<file path="config.mk">
export PLATFORM = sky130hd
export DESIGN_NAME = mips_control_decode
export DESIGN_NICKNAME = d
export VERILOG_FILES = /design/src/rtl/mips_control_decode.sv
export SDC_FILE = /design/constraint.sdc
export NUM_CORES = 1
export LEC_CHECK = 0
export ABC_AREA = 1
export CORE_MARGIN = 2
export CORE_UTILIZATION = 39
export DETAILED_ROUTE_END_ITERATION = 7
export GPL_ROUTABILITY_DRIVEN = 0
export PLACE_DENSITY = 0.8
export SLEW_MARGIN = 20
export SYNTH_ARGS = -nofsm -noshare
export SYNTH_HDL_FRONTEND = slang
export SYNTH_SLANG_ARGS = --single-unit
</file>
<file path="constraint.sdc">
create_clock -name clock -period 1.12 [get_ports clock]
set_input_delay 0.224 -clock clock [delete_from_list [all_inputs] [get_ports clock]]
set_output_delay 0.224 -clock clock [all_outputs]
set_load 0.1 [all_outputs]
</file>
<file path="src/rtl/mips_control_decode.sv">
// MIPS main control and ALU control decoder with a registered output stage.
// The opcode, funct and immediate fields of one instruction word are decoded
// combinationally and captured together on a rising clock edge when en is high.
module mips_control_decode (
    input  logic        clock,
    input  logic        rst_n,
    input  logic        en,
    input  logic [31:0] instruction,
    output logic        RegWrite,
    output logic        ALUSrc,
    output logic        RegDst,
    output logic        MemtoReg,
    output logic        MemRead,
    output logic        MemWrite,
    output logic        Branch,
    output logic        BranchNotEq,
    output logic        Jump,
    output logic        Unsigned,
    output logic [3:0]  ALUop,
    output logic [2:0]  aluCtr,
    output logic [31:0] extended
);

    logic [5:0]  w_opcode;
    logic [5:0]  w_funct;
    logic [15:0] w_imm;

    logic        w_regWrite;
    logic        w_aluSrc;
    logic        w_regDst;
    logic        w_memtoReg;
    logic        w_memRead;
    logic        w_memWrite;
    logic        w_branch;
    logic        w_branchNotEq;
    logic        w_jump;
    logic        w_unsigned;
    logic [3:0]  w_aluOp;
    logic [2:0]  w_aluCtr;
    logic [31:0] w_extended;

    logic        r_regWrite;
    logic        r_aluSrc;
    logic        r_regDst;
    logic        r_memtoReg;
    logic        r_memRead;
    logic        r_memWrite;
    logic        r_branch;
    logic        r_branchNotEq;
    logic        r_jump;
    logic        r_unsigned;
    logic [3:0]  r_aluOp;
    logic [2:0]  r_aluCtr;
    logic [31:0] r_extended;

    assign w_opcode = instruction[31:26];
    assign w_funct  = instruction[5:0];
    assign w_imm    = instruction[15:0];

    // Main control: opcode to datapath control signals and ALU operation class.
    always_comb begin
        w_regWrite    = 1'b0;
        w_aluSrc      = 1'b0;
        w_regDst      = 1'b0;
        w_memtoReg    = 1'b0;
        w_memRead     = 1'b0;
        w_memWrite    = 1'b0;
        w_branch      = 1'b0;
        w_branchNotEq = 1'b0;
        w_jump        = 1'b0;
        w_unsigned    = 1'b0;
        w_aluOp       = 4'b0000;
        case (w_opcode)
            6'b000000: begin
                w_regWrite = 1'b1;
                w_regDst   = 1'b1;
                w_aluOp    = 4'b0010;
            end
            6'b100011: begin
                w_regWrite = 1'b1;
                w_aluSrc   = 1'b1;
                w_memtoReg = 1'b1;
                w_memRead  = 1'b1;
            end
            6'b101011: begin
                w_aluSrc   = 1'b1;
                w_memWrite = 1'b1;
            end
            6'b000100: begin
                w_branch = 1'b1;
                w_aluOp  = 4'b0001;
            end
            6'b000101: begin
                w_branchNotEq = 1'b1;
                w_aluOp       = 4'b0001;
            end
            6'b000010: begin
                w_jump = 1'b1;
            end
            6'b001000, 6'b001001: begin
                w_regWrite = 1'b1;
                w_aluSrc   = 1'b1;
            end
            6'b001100: begin
                w_regWrite = 1'b1;
                w_aluSrc   = 1'b1;
                w_unsigned = 1'b1;
                w_aluOp    = 4'b0011;
            end
            6'b001101: begin
                w_regWrite = 1'b1;
                w_aluSrc   = 1'b1;
                w_unsigned = 1'b1;
                w_aluOp    = 4'b0100;
            end
            6'b001110: begin
                w_regWrite = 1'b1;
                w_aluSrc   = 1'b1;
                w_unsigned = 1'b1;
                w_aluOp    = 4'b0110;
            end
            6'b001010, 6'b001011: begin
                w_regWrite = 1'b1;
                w_aluSrc   = 1'b1;
                w_aluOp    = 4'b0101;
            end
            default: begin
                w_aluOp = 4'b0000;
            end
        endcase
    end

    // ALU control: class code to ALU operation, consulting funct only for R-type.
    always_comb begin
        w_aluCtr = 3'b010;
        case (w_aluOp)
            4'b0000: w_aluCtr = 3'b010;
            4'b0001: w_aluCtr = 3'b110;
            4'b0011: w_aluCtr = 3'b000;
            4'b0100: w_aluCtr = 3'b001;
            4'b0101: w_aluCtr = 3'b111;
            4'b0110: w_aluCtr = 3'b011;
            4'b0010: begin
                case (w_funct)
                    6'b100000, 6'b100001: w_aluCtr = 3'b010;
                    6'b100010, 6'b100011: w_aluCtr = 3'b110;
                    6'b100100:            w_aluCtr = 3'b000;
                    6'b100101:            w_aluCtr = 3'b001;
                    6'b100110:            w_aluCtr = 3'b011;
                    6'b101010, 6'b101011: w_aluCtr = 3'b111;
                    6'b000000:            w_aluCtr = 3'b100;
                    6'b000010:            w_aluCtr = 3'b101;
                    default:              w_aluCtr = 3'b010;
                endcase
            end
            default: w_aluCtr = 3'b010;
        endcase
    end

    // Logical immediates are zero-extended; everything else is sign-extended.
    always_comb begin
        w_extended = {{16{w_imm[15]}}, w_imm};
        if (w_unsigned) begin
            w_extended = {16'h0000, w_imm};
        end
    end

    // Capture one instruction's full decode on an enabled edge; reset clears it all.
    always_ff @(posedge clock or negedge rst_n) begin
        if (!rst_n) begin
            r_regWrite    <= 1'b0;
            r_aluSrc      <= 1'b0;
            r_regDst      <= 1'b0;
            r_memtoReg    <= 1'b0;
            r_memRead     <= 1'b0;
            r_memWrite    <= 1'b0;
            r_branch      <= 1'b0;
            r_branchNotEq <= 1'b0;
            r_jump        <= 1'b0;
            r_unsigned    <= 1'b0;
            r_aluOp       <= 4'b0000;
            r_aluCtr      <= 3'b000;
            r_extended    <= 32'h0000_0000;
        end else if (en) begin
            r_regWrite    <= w_regWrite;
            r_aluSrc      <= w_aluSrc;
            r_regDst      <= w_regDst;
            r_memtoReg    <= w_memtoReg;
            r_memRead     <= w_memRead;
            r_memWrite    <= w_memWrite;
            r_branch      <= w_branch;
            r_branchNotEq <= w_branchNotEq;
            r_jump        <= w_jump;
            r_unsigned    <= w_unsigned;
            r_aluOp       <= w_aluOp;
            r_aluCtr      <= w_aluCtr;
            r_extended    <= w_extended;
        end
    end

    assign RegWrite    = r_regWrite;
    assign ALUSrc      = r_aluSrc;
    assign RegDst      = r_regDst;
    assign MemtoReg    = r_memtoReg;
    assign MemRead     = r_memRead;
    assign MemWrite    = r_memWrite;
    assign Branch      = r_branch;
    assign BranchNotEq = r_branchNotEq;
    assign Jump        = r_jump;
    assign Unsigned    = r_unsigned;
    assign ALUop       = r_aluOp;
    assign aluCtr      = r_aluCtr;
    assign extended    = r_extended;

endmodule

</file>
==> metrics.md, run 1 <==
| Metric | Value |
|---|---|
| Vias | `1762` |
| H-tree levels | `2` |
| Leakage | `1.55 nW` |
| Clock root buffer | `sky130_fd_sc_hd__clkbuf_8` |
| First-pass GRT wire length | `7800 um` |
| Flip-flop and latch count after synthesis | `32` |
| Data arrival time at the worst-slack endpoint | `1.14 ns` |
| Reg-to-reg setup timing slack | `0.11 ns` |
| Initial drt markers | `130` |
| Area of the die | `4630 um^2` |
| Clock insertion delay at the later pin of the skew report | `0.29 ns` |
| Critical path depth in cells | `2` |
| Critical Path End | `extended[20]` |
| Crit Reg-Reg Endpoint | `extended[30]$_DFFE_PN0P_` |
| Register clock-pin slew on the reported worst setup and hold paths | `0.07 ns` |
| Crit path capture type | `output pin` |
| Clock buffers created by TritonCTS | `5` |
| RSZ-0062 raised after global routing | `true` |
| Synthesis Warnings | `0` |
| Overall fraction of global-route tracks in use | `23.0%` |
| CP Max Fanout | `6` |
| Bufs and invs on worst path | `2` |
| Layout Cells excl Fill | `349` |
| Mux contribution to synthesized area | `0%` |
| Top Family by Delay on Critical Path | `flip-flops` |
| Number of max-cap violations | `0` |
| Post-synth top area cell | `sky130_fd_sc_hd__dfrtp_1` |
| Number of buffers between clock root and the deepest sink | `2` |
| Final Max Tran Viols | `0` |
| Die width | `68.1 um` |
| Compound-gate portion of the synthesized area | `6.49%` |
| Net count, final | `333` |
| Share of post-route cells with drive strength above 1 | `50.5%` |
| Portion of synthesized cell area occupied by the leading cell type | `50.0%` |
| Most repeated library cell on the critical path | `sky130_fd_sc_hd__buf_12` |
| Crit Path Category | `register to output pin` |
| First-pass iteration count of the detailed router | `4` |
| ANT cells | `0` |
| Post-synthesis xor/xnor area fraction | `0%` |
| Worst EP required | `0.90 ns` |
| Pwr dens | `1410 nW/um^2` |
| Total overflow reported by the global router | `0` |
| Critical Path Source | `extended[30]$_DFFE_PN0P_` |
| Number of antenna violations at the first check in global routing | `0` |
| Number of global-route vias before repair | `1668` |
| Port-buffer cells | `72` |
| Starting density of the core | `40.3%` |
| Top cells by area, synth | `sky130_fd_sc_hd__dfrtp_1 50%, sky130_fd_sc_hd__nand2_1 18%, sky130_fd_sc_hd__buf_4 8.0%` |
| Placeable Area | `3970 um^2` |
| Final period demand of the worst path | `1.37 ns` |
| Depth of the worst register-to-register path | `4` |
| Crit-path max cell delay | `0.52 ns` |
| Mean instance size in the synthesized netlist | `7.77 um^2` |
| Die span in y | `68.1 um` |
| Worst vdd ir | `0.868 mV` |
| Mapped Area | `1600 um^2` |
| Synthesized-area fraction occupied by and/or/nand/nor cells | `30.1%` |
| Number of buffers inserted for hold repair after clock tree synthesis | `0` |
| Period utilisation layout | `122%` |
| Routed length per instance | `14.9 um` |
| Sinks on Clock Net | `32` |
| Largest net degree at the start of global routing | `33` |
| Startpoint type of the worst setup path | `register` |
| Number of distinct library cells after synthesis | `19` |
| Sum of routed wire length over all layers | `5210 um` |
| Endpoints failing hold | `0` |
| CP cell instances | `buf_12 > buf_12` |
| Final critical-path setup slack | `-0.248 ns` |
| Slowest-stage cell, CP | `sky130_fd_sc_hd__dfrtp_4` |
| Class of the most critical hold timing path | `primary input to asynchronous set/reset pin` |
| Area growth from synthesis to final layout | `103%` |
| Max Fclk | `0.731 GHz` |
| Post-detailed-route via-to-cell ratio | `5.05` |
| Combinational family with the most area after synthesis | `simple AND/OR/NAND/NOR gates` |
| Synth Instances | `206` |
| Sequential element share of the synthesized area | `50.0%` |
| Number of rows created at floorplan | `23` |
| Number of top-level pins | `84` |
| Post-detail-place hpwl | `3330 um` |
| Violations in the final reports | `setup timing` |
| Worst r2r src | `extended[30]$_DFFE_PN0P_` |
| Clock Skews | `0 ns` |
| Count of nets left with antenna violations after detail routing | `0` |
| Number of remaining DRC errors | `0` |
| Post-synthesis adder-cell area fraction | `0%` |
| Synth Net Count | `241` |
| Instance count after placement with tap cells included | `329` |
| Sum of internal, switching and leakage power | `4.59 mW` |
| TritonCTS clock tree | `done` |
| Final setup viols | `18` |
| Run status | `finished, violations left` |
==> worst register-to-register path, delay by kind of cell (launching register included) <==
family	cells	cell delay, ns
flip-flops	1	0.52
AND/OR/NAND/NOR	2	0.10
buffers and inverters	2	0.29
==> registers in the layout (all words and copies together), names as in the netlist <==
| signal | count |
|---|---|
| extended | 17 |
| ALUop | 3 |
| aluCtr | 3 |
| ALUSrc | 1 |
| Branch | 1 |
| BranchNotEq | 1 |
| Jump | 1 |
| MemRead | 1 |
| MemWrite | 1 |
| RegDst | 1 |
| RegWrite | 1 |
| Unsigned | 1 |
==> power breakdown <==
group | internal, mW | switching, mW | leakage, nW | total, mW
sequential | 1.25 | 0.0937 | 0.365 | 1.34
clock | 0.785 | 0.434 | 0.0645 | 1.22
combinational | 0.726 | 1.30 | 1.12 | 2.03
==> cell type report <==
type | instances | area, um^2
well taps | 50 | 62.6
multi-input cells | 137 | 659
fillers | 205 | 721
clock buffers | 7 | 96.3
repair buffers | 107 | 1500
clock inverters | 1 | 30.0
flip-flops and latches | 32 | 846
inverters | 15 | 56.3
==> kinds of logic after synthesis <==
group | count (synthesis)
buffers and inverters | 38
other | 1
flip-flops | 32
AND/OR/NAND/NOR | 116
AO/OA/AOI/OAI | 19
==> synthesized netlist by cell type <==
cell type and n:
sky130_fd_sc_hd__a21oi_1 3, sky130_fd_sc_hd__conb_1 1, sky130_fd_sc_hd__nand4_1 1, sky130_fd_sc_hd__buf_4 17, sky130_fd_sc_hd__o21a_1 1, sky130_fd_sc_hd__and2_1 1
sky130_fd_sc_hd__inv_2 1, sky130_fd_sc_hd__nand3_1 17, sky130_fd_sc_hd__nand3_2 2, sky130_fd_sc_hd__nor2_1 17, sky130_fd_sc_hd__o41ai_1 1, sky130_fd_sc_hd__dfrtp_1 32
sky130_fd_sc_hd__a21o_1 1, sky130_fd_sc_hd__buf_2 3, sky130_fd_sc_hd__nor2_4 1, sky130_fd_sc_hd__nand2_1 77, sky130_fd_sc_hd__clkbuf_1 3, sky130_fd_sc_hd__o21ai_0 13
sky130_fd_sc_hd__inv_1 14
==> routing by layer <==
metal	routed length (um)	up-vias	global-route usage, %
li1	-	820	-
met3	384	25	7.73
met4	216	0	9.00
met2	2740	105	40.5
met1	1870	812	25.4
met5	0	-	0
==> worst min path at each step <==
stage	startpoint	endpoint	slack, ns
2_1_floorplan	rst_n	ALUSrc$_DFFE_PN0P_	-0.07
3_3_place_gp	extended[15]$_DFFE_PN0P_	extended[15]$_DFFE_PN0P_	0.50
3_5_place_dp	extended[3]$_DFFE_PN0P_	extended[3]$_DFFE_PN0P_	0.51
4_1_cts	rst_n	extended[5]$_DFFE_PN0P_	0.30
5_1_grt	instruction[31]	BranchNotEq$_DFFE_PN0P_	0.31
6_report	rst_n	ALUSrc$_DFFE_PN0P_	0.29
==> through the flow <==
step / worst slack, ns / cell area (um^2) / util, % / TNS [ns] / hold slack [ns]
finish: -0.248 / 3250 / 81.9 / -4.12 / 0.294
global route: -0.278 / 3250 / 81.9 / -5.06 / 0.314
CTS: -0.251 / 3170 / 79.8 / -4.16 / 0.297
detailed placement: -0.522 / 2950 / 74.2 / -11.12 / 0.506
global placement: -0.425 / 2950 / 74.2 / -10.98 / 0.500
floorplan: -0.129 / 1710 / - / -1.93 / -0.0716
==> repair_timing <==
action	CTS	global route
cloned	1	0
endpoints found under the setup margin	47	50
pin swaps	5	5
setup buffers	5	6
gates resized for setup	24	19
==> cells in the final DEF (no fill, tap or decap) <==
cell and count:
sky130_fd_sc_hd__nor2_2 10, sky130_fd_sc_hd__nand2_1 76, sky130_fd_sc_hd__inv_2 5, sky130_fd_sc_hd__nor2_4 3, sky130_fd_sc_hd__dfrtp_4 2, sky130_fd_sc_hd__buf_4 31, sky130_fd_sc_hd__bufinv_16 1, sky130_fd_sc_hd__dlymetal6s2s_1 2
sky130_fd_sc_hd__nand4_1 1, sky130_fd_sc_hd__clkbuf_8 7, sky130_fd_sc_hd__clkbuf_2 2, sky130_fd_sc_hd__o21ai_0 12, sky130_fd_sc_hd__nand3_1 13, sky130_fd_sc_hd__nand3_2 6, sky130_fd_sc_hd__o21a_1 1, sky130_fd_sc_hd__buf_12 52
sky130_fd_sc_hd__nand2_2 1, sky130_fd_sc_hd__conb_1 1, sky130_fd_sc_hd__a21o_1 1, sky130_fd_sc_hd__o21ai_2 1, sky130_fd_sc_hd__a21oi_1 3, sky130_fd_sc_hd__clkdlybuf4s15_1 2, sky130_fd_sc_hd__and2_1 1, sky130_fd_sc_hd__clkdlybuf4s50_1 11
sky130_fd_sc_hd__dfrtp_2 30, sky130_fd_sc_hd__inv_1 10, sky130_fd_sc_hd__o41ai_1 1, sky130_fd_sc_hd__dlygate4sd2_1 7, sky130_fd_sc_hd__nor2_1 6
Note: power is estimated with default switching activity, not from simulation.
==> run 2, diff against run 1 <==
--- a/config.mk
+++ b/config.mk
@@ -8,10 +8,11 @@
 export ABC_AREA = 1
 export CORE_MARGIN = 2
 export CORE_UTILIZATION = 39
+export CTS_CLUSTER_DIAMETER = 100
 export DETAILED_ROUTE_END_ITERATION = 7
 export GPL_ROUTABILITY_DRIVEN = 0
 export PLACE_DENSITY = 0.8
-export SLEW_MARGIN = 20
+export SLEW_MARGIN = 10
 export SYNTH_ARGS = -nofsm -noshare
 export SYNTH_HDL_FRONTEND = slang
 export SYNTH_SLANG_ARGS = --single-unit
==> results of run 2 <==
No change in the layout: final DEF, timing and power equal those of run 1.
==> patch, RTL diff (flow settings as in run 1) <==
Reset style: synchronous (`rst_n`), changed in one clocked block.
--- a/src/rtl/mips_control_decode.sv
+++ b/src/rtl/mips_control_decode.sv
@@ -168,3 +168,3 @@
     // Capture one instruction's full decode on an enabled edge; reset clears it all.
-    always_ff @(posedge clock or negedge rst_n) begin
+    always_ff @(posedge clock) begin
         if (!rst_n) begin
Behaviour: differs if rst_n is asserted again (counterexample within 4 cycles, from zero or initial values and one cycle with rst_n low); with rst_n held inactive, the same outputs for 10 cycles.
==> patch against run 1 <==
  * The run still ends with setup timing left
  * Power shrank 10%
  * Global-route usage is 4.2 points higher
  * Die area is 2.9% lower
  * Cell area decreased by 5.3%
  * Final cell count up 0.57%
  * Sequential cell count stayed put
  * Setup slack better by 0.10 ns
  * Clock skew stayed put
  * Maximum frequency is 7.9% higher
  * Critical path depth did not move
  * Area after synthesis fell by 3.0%
  * Routed wire length increased by 11%
  * Sequential share of layout area is 3.7 points lower
  * Critical endpoint is now extended[26]
  * Highest routed layer unchanged
==> patch: results (changes against run 1) <==
postLayoutSetupSlackWorst_ns: -0.1487  # +0.09973 ns
ys_async_sr_fraction_pct: 0  # -100 points
failed_checks: "setup timing"
synth-seq-area-share_pct: 41.29  # -8.7 points
hold-worst-slack_ns: 0.2616  # -0.03262 ns
netlist_instances: 218  # +5.8%
crit_slowest_cell: "dfxtp_4"
grt_pass1_vias: 1864  # +12%
grt_pass1_wl_um: 9114  # +17%
cp_slowest_stage_delay_ns: 0.38  # -0.14 ns
final_cell_count_no_fill: 351  # +0.57%
fill_cells: 191  # -6.8%
cp_data_arrival_time_ns: 1.04  # -0.10 ns
area_growth_pct: 98.39
syn_nets: 253  # +5.0%
worst-r2r-setup-slack_ns: 0.36  # +0.25 ns
dpl_worst_slack_ns: -0.5027  # +0.01889 ns
synth_top_flop_cell: "dfxtp_1"
vdd_ir_drop_max_v: 0.001205  # +39%
total_routing_resource_utilization_after_global_routing_pct: 27.26  # +4.2 points
timing.setup.tns_ns: -2.339  # +1.778 ns
drt-wirelength-per-cell_um: 16.43  # +10%
antenna_found_initial: 0  # unchanged
grt_start_max_net_pins: 26  # -21%
ff2ff_path_depth: 2  # -2
outcome: "complete, but fails checks"
post_synth_main_area_contributors: "dfxtp_1 (41%), nor2_1 (8.7%), o21ai_0 (8.7%), buf_4 (8.2%), nand2_1 (7.0%)"
cts_max_level: 2  # unchanged
worstPathMaxFanout: 10  # +4
dr.first_iter.drc_count: 102  # -22%
synth_cell_types: 27  # +8
detailedPlacementHpwl_um: 3736  # +12%
dp.cells: 341  # +3.6%
min-delay-path-class: "primary input to flip-flop"
critical_path.reg2reg.startpoint: "extended[12]$_SDFFE_PN0P_"
report.final.setup_viol: 17  # -1
total_leakage_power_uw: 0.001391  # -10%
## patch: changes by cell type after synthesis, sizes merged, moves of 7 or more
cell          run 1  this run
dfrtp            32         0
nand2            77        31
a21oi             3        22
nor2             18        40
dfxtp             0        32
o21ai            13        28
nand3            19        12
## patch: worst max-delay path by stage
| stage | startpoint | to | slack [ns] | depth (start not counted) |
|---|---|---|---|---|
| final | extended[30]$_SDFFE_PN0P_ | extended[26] | -0.15 | 2 |
| after global placement | instruction[30] | aluCtr[2]$_SDFFE_PN0P_ | -0.43 | 6 |
| after floorplan | extended[30]$_SDFFE_PN0P_ | extended[17] | -0.17 | 1 |
| after CTS | extended[30]$_SDFFE_PN0P_ | extended[29] | -0.14 | 2 |
| after detailed placement | instruction[26] | aluCtr[0]$_SDFFE_PN0P_ | -0.50 | 10 |
| after global routing | extended[30]$_SDFFE_PN0P_ | extended[24] | -0.17 | 2 |
## patch: kinds of logic after synthesis
logic type,synth area share [%]
AOI/OAI and AO/OA,17.10
DFF,41.29
other,0.2417
buffers and inverters,15.40
and+or+nand+nor,25.97
## patch: metal layers
metal / track usage [%] / routed length, um / vias up
met1: 31.32 / 2225 / 858
met4: 11.22 / 176 / 0
li1: - / - / 851
met5: 0 / 0 / -
met2: 47.40 / 2959 / 83
met3: 7.095 / 408 / 17
## patch: repair_timing
item / in CTS / in global routing
buffers inserted: 0 / 2
resized for setup: 31 / 27
setup endpoints to repair: 30 / 28
pin swaps: 3 / 8
## patch: final cells by class
| type | instances | area (um2) | share of cell area (%) |
|---|---|---|---|
| inverter | 19 | 71.32 | 2.317 |
| tap | 48 | 60.06 | 1.951 |
| sequential | 32 | 685.7 | 22.28 |
| clock inverter | 1 | 30.03 | 0.9756 |
| clock buffer | 7 | 96.34 | 3.130 |
| timing repair buffer | 102 | 1399 | 45.45 |
| multi-input combinational | 142 | 735.7 | 23.90 |
## patch: report_power, final
| group | internal, uW | total [uW] | switching, uW |
|---|---|---|---|
| Combinational | 552 | 1580 | 1020 |
| Clock | 785 | 1240 | 458 |
| Sequential | 1220 | 1290 | 75.3 |
## patch: critical path, delay by kind of cell, from the launching register on
family | cells | cell delay (ns)
buffers and inverters | 2 | 0.36
flip-flops | 1 | 0.38
## patch: metrics by stage
stage | util (%) | instance area, um2
2_1_floorplan | - | 1679
3_3_place_gp | 77.81 | 2913
3_5_place_dp | 77.81 | 2913
4_1_cts | 81.92 | 3067
5_1_grt | 82.22 | 3078
6_report | 82.22 | 3078
